### src/rtl/spi_reg_slave.sv
// SPI responder that terminates fixed-length command frames in a small register file.
// A frame is {wr_nrd, addr, data}, MSB first. The slave answers during the next frame with
// {rd_flag, addr, data}: the write echo, or the register value captured when a read committed.
// sclk, cs and mosi are sampled in the clk domain, so clk must run at least 8x sclk.
// Ports:
//   clk, rst             system clock, synchronous active-high reset
//   sclk, cs, mosi       SPI inputs (cs active-low, sclk idle low)
//   miso                 registered serial response, 0 whenever no frame is active
//   regs_flat            all registers, reg[i] at [i*DATA_W +: DATA_W]
//   wr_strobe            one-cycle pulse on a committed write
//   wr_addr, wr_data     address/data of the last committed write
//   frame_done           one-cycle pulse when a complete frame commits
//   frame_err            one-cycle pulse when a frame ends with the wrong bit count
module spi_reg_slave #(
    parameter int unsigned ADDR_W = 3,
    parameter int unsigned DATA_W = 8
) (
    input  logic                             clk,
    input  logic                             rst,
    input  logic                             sclk,
    input  logic                             cs,
    input  logic                             mosi,
    output logic                             miso,
    output logic [(2**ADDR_W)*DATA_W-1:0]    regs_flat,
    output logic                             wr_strobe,
    output logic [ADDR_W-1:0]                wr_addr,
    output logic [DATA_W-1:0]                wr_data,
    output logic                             frame_done,
    output logic                             frame_err
);

    localparam int unsigned FRAME_W = 1 + ADDR_W + DATA_W;
    localparam int unsigned NREGS   = 2**ADDR_W;
    localparam int unsigned CNT_W   = 4;

    typedef enum logic {IDLE, ACTIVE} state_t;

    state_t state, state_nxt;

    logic sclk_s1, sclk_s2, sclk_d;
    logic cs_s1, cs_s2, cs_d;
    logic mosi_s1, mosi_sync;

    logic [FRAME_W-1:0] tx_buf;
    logic [FRAME_W-1:0] tx_sh;
    logic [FRAME_W-1:0] rx_sh;
    logic [CNT_W-1:0]   bit_cnt;
    logic [DATA_W-1:0]  regs [NREGS];

    logic sclk_rise_c, sclk_fall_c, cs_rise_c, cs_fall_c;
    logic start_c, shift_tx_c, shift_rx_c, end_c, commit_c, err_c;
    logic               rx_wr_c;
    logic [ADDR_W-1:0]  rx_addr_c;
    logic [DATA_W-1:0]  rx_data_c;

    // Two-flop synchronisers plus one history flop for edge detection.
    always_ff @(posedge clk) begin
        if (rst) begin
            sclk_s1   <= 1'b0;
            sclk_s2   <= 1'b0;
            sclk_d    <= 1'b0;
            cs_s1     <= 1'b1;
            cs_s2     <= 1'b1;
            cs_d      <= 1'b1;
            mosi_s1   <= 1'b0;
            mosi_sync <= 1'b0;
        end else begin
            sclk_s1   <= sclk;
            sclk_s2   <= sclk_s1;
            sclk_d    <= sclk_s2;
            cs_s1     <= cs;
            cs_s2     <= cs_s1;
            cs_d      <= cs_s2;
            mosi_s1   <= mosi;
            mosi_sync <= mosi_s1;
        end
    end

    assign sclk_rise_c =  sclk_s2 & ~sclk_d;
    assign sclk_fall_c = ~sclk_s2 &  sclk_d;
    assign cs_rise_c   =  cs_s2   & ~cs_d;
    assign cs_fall_c   = ~cs_s2   &  cs_d;

    assign rx_wr_c   = rx_sh[FRAME_W-1];
    assign rx_addr_c = rx_sh[DATA_W +: ADDR_W];
    assign rx_data_c = rx_sh[DATA_W-1:0];

    // FSM state register.
    always_ff @(posedge clk) begin
        if (rst) state <= IDLE;
        else     state <= state_nxt;
    end

    // Next state and datapath controls; cs rise outranks any sclk edge in the same cycle.
    always_comb begin
        state_nxt  = state;
        start_c    = 1'b0;
        shift_tx_c = 1'b0;
        shift_rx_c = 1'b0;
        end_c      = 1'b0;
        commit_c   = 1'b0;
        err_c      = 1'b0;
        case (state)
            IDLE: begin
                if (cs_fall_c) begin
                    start_c   = 1'b1;
                    state_nxt = ACTIVE;
                end
            end
            ACTIVE: begin
                if (cs_rise_c) begin
                    end_c     = 1'b1;
                    state_nxt = IDLE;
                    if (bit_cnt == CNT_W'(FRAME_W)) commit_c = 1'b1;
                    else                           err_c    = 1'b1;
                end else begin
                    shift_tx_c = sclk_rise_c;
                    shift_rx_c = sclk_fall_c;
                end
            end
            default: state_nxt = IDLE;
        endcase
    end

    // Shift registers, register file and registered outputs.
    always_ff @(posedge clk) begin
        if (rst) begin
            regs       <= '{default: '0};
            tx_buf     <= '0;
            tx_sh      <= '0;
            rx_sh      <= '0;
            bit_cnt    <= '0;
            miso       <= 1'b0;
            wr_strobe  <= 1'b0;
            wr_addr    <= '0;
            wr_data    <= '0;
            frame_done <= 1'b0;
            frame_err  <= 1'b0;
        end else begin
            wr_strobe  <= 1'b0;
            frame_done <= 1'b0;
            frame_err  <= 1'b0;
            if (start_c) begin
                tx_sh   <= tx_buf;
                rx_sh   <= '0;
                bit_cnt <= '0;
            end
            if (shift_tx_c) begin
                miso  <= tx_sh[FRAME_W-1];
                tx_sh <= {tx_sh[FRAME_W-2:0], 1'b0};
            end
            if (shift_rx_c) begin
                rx_sh <= {rx_sh[FRAME_W-2:0], mosi_sync};
                if (bit_cnt != '1) bit_cnt <= bit_cnt + CNT_W'(1);
            end
            if (end_c) miso <= 1'b0;
            if (commit_c) begin
                frame_done <= 1'b1;
                if (rx_wr_c) begin
                    regs[rx_addr_c] <= rx_data_c;
                    wr_addr         <= rx_addr_c;
                    wr_data         <= rx_data_c;
                    wr_strobe       <= 1'b1;
                    tx_buf          <= {1'b0, rx_addr_c, rx_data_c};
                end else begin
                    tx_buf          <= {1'b1, rx_addr_c, regs[rx_addr_c]};
                end
            end
            if (err_c) frame_err <= 1'b1;
        end
    end

    // Flatten the register file onto the output bus.
    for (genvar g = 0; g < NREGS; g++) begin : g_flat
        assign regs_flat[g*DATA_W +: DATA_W] = regs[g];
    end

endmodule

### config.mk
export PLATFORM = sky130hd
export DESIGN_NAME = spi_reg_slave
export DESIGN_NICKNAME = d
export VERILOG_FILES = /design/src/rtl/spi_reg_slave.sv
export SDC_FILE = /design/constraint.sdc
export NUM_CORES = 1
export LEC_CHECK = 0
export ABC_AREA = 1
export BUFFER_PORTS_ARGS = -buffer_cell sky130_fd_sc_hd__buf_2
export CAP_MARGIN = 20
export CORE_UTILIZATION = 36
export DETAILED_ROUTE_END_ITERATION = 10
export PLACE_DENSITY = 0.58
export REMOVE_ABC_BUFFERS = 1
export SKIP_LAST_GASP = 1
export SLEW_MARGIN = 20
export SYNTH_ARGS = -nofsm -noshare
export SYNTH_HDL_FRONTEND = slang
export SYNTH_SLANG_ARGS = --single-unit
### constraint.sdc
create_clock -name clk -period 2.1 [get_ports clk]
set_input_delay 0.315 -clock clk [delete_from_list [all_inputs] [get_ports clk]]
set_output_delay 0.315 -clock clk [all_outputs]
set_load 0.03 [all_outputs]
Word-level counts from Yosys, hierarchy flattened
Index checks and enable logic that the tools add are counted.
- $lt $le $gt $ge: 2
- add/subtract/negate cells: 1
- bitwise logic cells: 11
- eq/ne operators: 2
- mux-type cells: 33
- reduce and logical (&&, ||, !) cells: 7
- operator list (cell ; count):
    $bwmux W64 ; 1
    $mux W12 ; 5
    $bmux W8 S3 ; 1
    $demux W8 S3 ; 1
    $mux W8 ; 3
    $mux W1 ; 18
    $mux W4 ; 3
    $not A1 Y1 ; 6
    $reduce_or A2 Y1 ; 3
    $add A4 B1 Y4 const B ; 1
    $and A1 B1 Y1 ; 4
    $eq A4 B4 Y1 const B ; 1
    $ge A4 B4 Y1 const B ; 1
    $lt A4 B1 Y1 const B ; 1
    $ne A4 B4 Y1 const B ; 1
    $not A3 Y4 ; 1
    $reduce_bool A2 Y1 ; 2
    $pmux W1 S2 ; 1
    $reduce_and A2 Y1 ; 1
    $logic_and A1 B1 Y1 ; 1
- register bits: 128
- output and inout bits: 79
- bits of input ports: 5
- logic and storage cells: 84

Depth between registers and ports, before layout
- word-level depth: 7
- gate-level depth with buffers: 10
- depth with buffers taken out: 9

Worst setup path after synthesis
Ideal clock, no wire load.
- kind: register -> register
- start point: register bit_cnt[0]
- end point: register regs, in the netlist regs_flat[10]
- buffers on the path: 1
- arrival time: 1.399 ns
- stages on the path, launching flop included: 11
- data required time: 1.968 ns
- library setup time: 0.132 ns
- path slack: 0.569 ns
- clock period less this slack: 1.531 ns
- cell sequence: dfxtp_1 inv_1 ha_1 nand3_1 nor2_4 nand2_2 inv_2 buf_6 nand2_1 nand2_1 a21oi_1
- word-level cells in the longest chain between the ends: 5
- ends and longest elaborated chain (item ; RTL line ; source):
    from (decl) ; 47 ; logic [CNT_W-1:0] bit_cnt;
    from (signal assigned) ; 154 ; if (bit_cnt != '1) bit_cnt <= bit_cnt + CNT_W'(1);
    $eq A4 B4 Y1 ; 114 ; if (bit_cnt == CNT_W'(FRAME_W)) commit_c = 1'b1;
    $mux W1 ; 114 ;
    $mux W1 ; 111 ; if (cs_rise_c) begin
    $mux W1 ; 103 ; case (state)
    $reduce_and A2 Y1 (no source line) ; -- ;
    to (signal, indexed assignment) ; 160 ; regs[rx_addr_c] <= rx_data_c;
    to (decl) ; 48 ; logic [DATA_W-1:0] regs [NREGS];
No other way between the ends.
A chain may end at the register's enable or synchronous reset.

Worst setup path in the final report
- start point: register bit_cnt[0]
- end point: register regs, in the netlist regs_flat[0]
The elaborated chain is that of the path after synthesis.

==> flow_metrics.env <==
export IMPL_status="finished clean"
export IMPL_synth_ff_type="dfxtp_1"
export IMPL_via_count=5518
export IMPL_cts_buffers=17
export IMPL_slowest_delay_ps=370
export IMPL_syn_instance_count=824
export IMPL_finalNetCount=916
export IMPL_timing_fmax_mhz=535.8
export IMPL_ys_types=27
export IMPL_dp_cells=1078
export IMPL_tightest_slew_ps=802.3
export IMPL_gr_total_overflow=0
export IMPL_grt_max_degree=66
export IMPL_drc=0
export IMPL_antenna_found_initial=0
export IMPL_total_power_mw=5.266
export IMPL_yosysTopAreaCell="dfxtp_1"
export IMPL_n_antenna_cell=0
export IMPL_slew_headroom_pct=46.18
export IMPL_drive_gt1_share_pct=17.35
export IMPL_synth_most_common_cell="nand2_1"
export IMPL_num_rows=45
export IMPL_synthTopCellsByCount="259 x nand2_1, 128 x dfxtp_1, 94 x inv_1, 94 x nand3_1, 85 x a21oi_1"
export IMPL_area_growth_pct=21.47
export IMPL_dieArea_um2=16130
export IMPL_clock_latency_ps=430
export IMPL_core_area_um2=15200
export IMPL_cts_max_level=4
export IMPL_fin_skew_ps=5.555
export IMPL_cts_path_max_buffers=2
export IMPL_cp_max_fo=16
export IMPL_yosysWarnings=0
export IMPL_wl_um=16790
export IMPL_port_buffers=83
export IMPL_period_needed_ps=1866
export IMPL_root_buffer="clkbuf_16"
export IMPL_vdd_ir_drop_max_mv=0.5811
export IMPL_dr_pass1_iters=5
export IMPL_crit_family="simple AND/OR/NAND/NOR gates"
export IMPL_place_detailed_hpwl_um=11410
export IMPL_slew_violations=0
export IMPL_die_h_um=127.0
export IMPL_timing_critical_path_from_type="flip-flop"
export IMPL_worstPathArrival_ps=2180
export IMPL_synth_seq_cells=128
export IMPL_wl_per_cell_um=15.13
export IMPL_grt_use_total_pct=21.78
export IMPL_multi_input_area_um2=2480
export IMPL_crit_path_top_delay_cell="nand4_2"
export IMPL_synth_area_leaders="dfxtp_1 46%, nand2_1 17%, nand3_1 8.4%, a21oi_1 7.6%, inv_1 6.3%"
export IMPL_rsz0062_at_grt="no"
export IMPL_layoutNonFillerInstCount=1110
export IMPL_seq_area_frac_synth_pct=45.56
export IMPL_die_w_um=127.0
export IMPL_path_cells="inv_1 > ha_1 > nand3_1 > nor2_4 > buf_4 > nand4_2 > nor2_1 > nor2_1"
export IMPL_via_per_inst=4.971
export IMPL_hold_viol_final=0
export IMPL_gp_congestion=0.8371
export IMPL_critPathKind="reg -> reg"
export IMPL_grt_pass1_wl_um=26870
export IMPL_maxCapViolations=0
export IMPL_required_ps=2410
export IMPL_hp_class="in -> reg"
export IMPL_syn_area_per_cell_um2=6.825
export IMPL_cp_buffers_inverters=2
export IMPL_yosysTopAreaCellShare_pct=45.56
export IMPL_start_util_pct=37.00
export IMPL_ant_nets=0
export IMPL_p_leak_nw=3.104
export IMPL_path_common_cell="nor2_1"
export IMPL_seqCellArea_um2=2564
export IMPL_cts_sink_count=128
export IMPL_finalSetupViolCount=0
export IMPL_cp_end_kind="flip-flop"
export IMPL_fillers=1582
export IMPL_hold_buffers=0
export IMPL_drtIter0Drc=425
export IMPL_async_reset_ff_share_pct=0
export IMPL_ios=84
export IMPL_synth_edf_count=0
export IMPL_path_clk_slew_ps=50
export IMPL_power_density_nw_per_um2=770.9
export IMPL_syn_area_um2=5624
export IMPL_grt_pass1_vias=5054
export IMPL_cts_tree="built"
export IMPL_finalCritPeriodShare_pct=88.88
[cell usage in the layout, fill, tap and decap left out, types with 7 or more instances in the layout]
master / synthesis / routed
nand2_1: 259 / 259
dfxtp_1: 128 / 127
inv_1: 94 / 94
nand3_1: 94 / 94
a21oi_1: 85 / 85
buf_2: 10 / 83
nor2_1: 50 / 49
buf_4: 2 / 31
o21ai_0: 26 / 26
clkbuf_16: 0 / 17
a31oi_1: 11 / 11
clkbuf_1: 32 / 7
[stage by stage]
step / util (%) / setup slack, ps / instance area [um2] / hold WS (ps) / setup TNS [ps]
2_1_floorplan: - / -239.6 / 5394 / 384.1 / -5433
3_3_place_gp: 41.29 / 156.2 / 6277 / 393.3 / 0
3_5_place_dp: 41.29 / 143.4 / 6277 / 395.9 / 0
4_1_cts: 44.82 / 131.4 / 6814 / 67.60 / 0
5_1_grt: 44.94 / 19.76 / 6832 / 74.18 / 0
6_report: 44.94 / 233.5 / 6832 / 78.86 / 0
[report_power, final]
part           internal (mW)  switching [mW]
Clock                   1.68            1.05
Combinational         0.0219          0.0648
Sequential              2.44         0.00512
[cells by family (layout without fill, tap and decap cells)]
logic type      Yosys count  after routing  share of synthesized area (%)
compound gates          126            126                          11.59
fa+ha+maj                 2              2                         0.4449
buf+inv                 146            244                          10.63
flops                   128            128                          45.56
simple gates            422            422                          31.77
[worst register-to-register path, cell delays in order, from the launching register on]
cell	delay [ps]
dfxtp_1	340
inv_1	90
ha_1	160
nand3_1	120
nor2_4	150
buf_4	230
nand4_2	370
nor2_1	240
nor2_1	70
[metal layers]
metal / part of all wire, % / track usage (%)
met3: 5.5 / 4.606
met1: 47 / 29.45
met4: 2.0 / 8.613
met2: 45 / 33.94
met5: 0 / 0
[final timing paths]
check                              from                   endpoint  slack (ps)  depth (start not counted)
setup / recovery  bit_cnt[0]$_SDFF_PP0_  regs_flat[0]$_SDFFE_PP0P_         230                          8
hold reg to reg      mosi_s1$_SDFF_PP0_       mosi_sync$_SDFF_PP0_         400                          2
hold / removal                       cs           cs_s1$_SDFF_PP1_          80                          2
setup reg to reg  bit_cnt[0]$_SDFF_PP0_  regs_flat[0]$_SDFFE_PP0P_         230                          8
[registers in the layout, indices dropped and copies added (netlist names), 3 cells and up]
register / count
tx_buf: 12
rx_sh: 12
wr_addr: 3
bit_cnt: 4
tx_sh: 12
regs_flat: 64
wr_data: 8
[area by class of cell]
class                      count  share of cell area, %
tap                          188                  3.443
timing repair buffer         114                  9.487
sequential                   128                  37.53
clock buffer                  26                  7.015
inverter                      98                  5.385
multi-input combinational    550                  36.30
clock inverter                 6                 0.8425
[what timing repair did]
item	in CTS	in global routing
hold endpoints to repair	0	0
resized for setup	0	4
endpoints found under the setup margin	0	27
buffers inserted	0	0
Power figures use the tool's default switching activity.
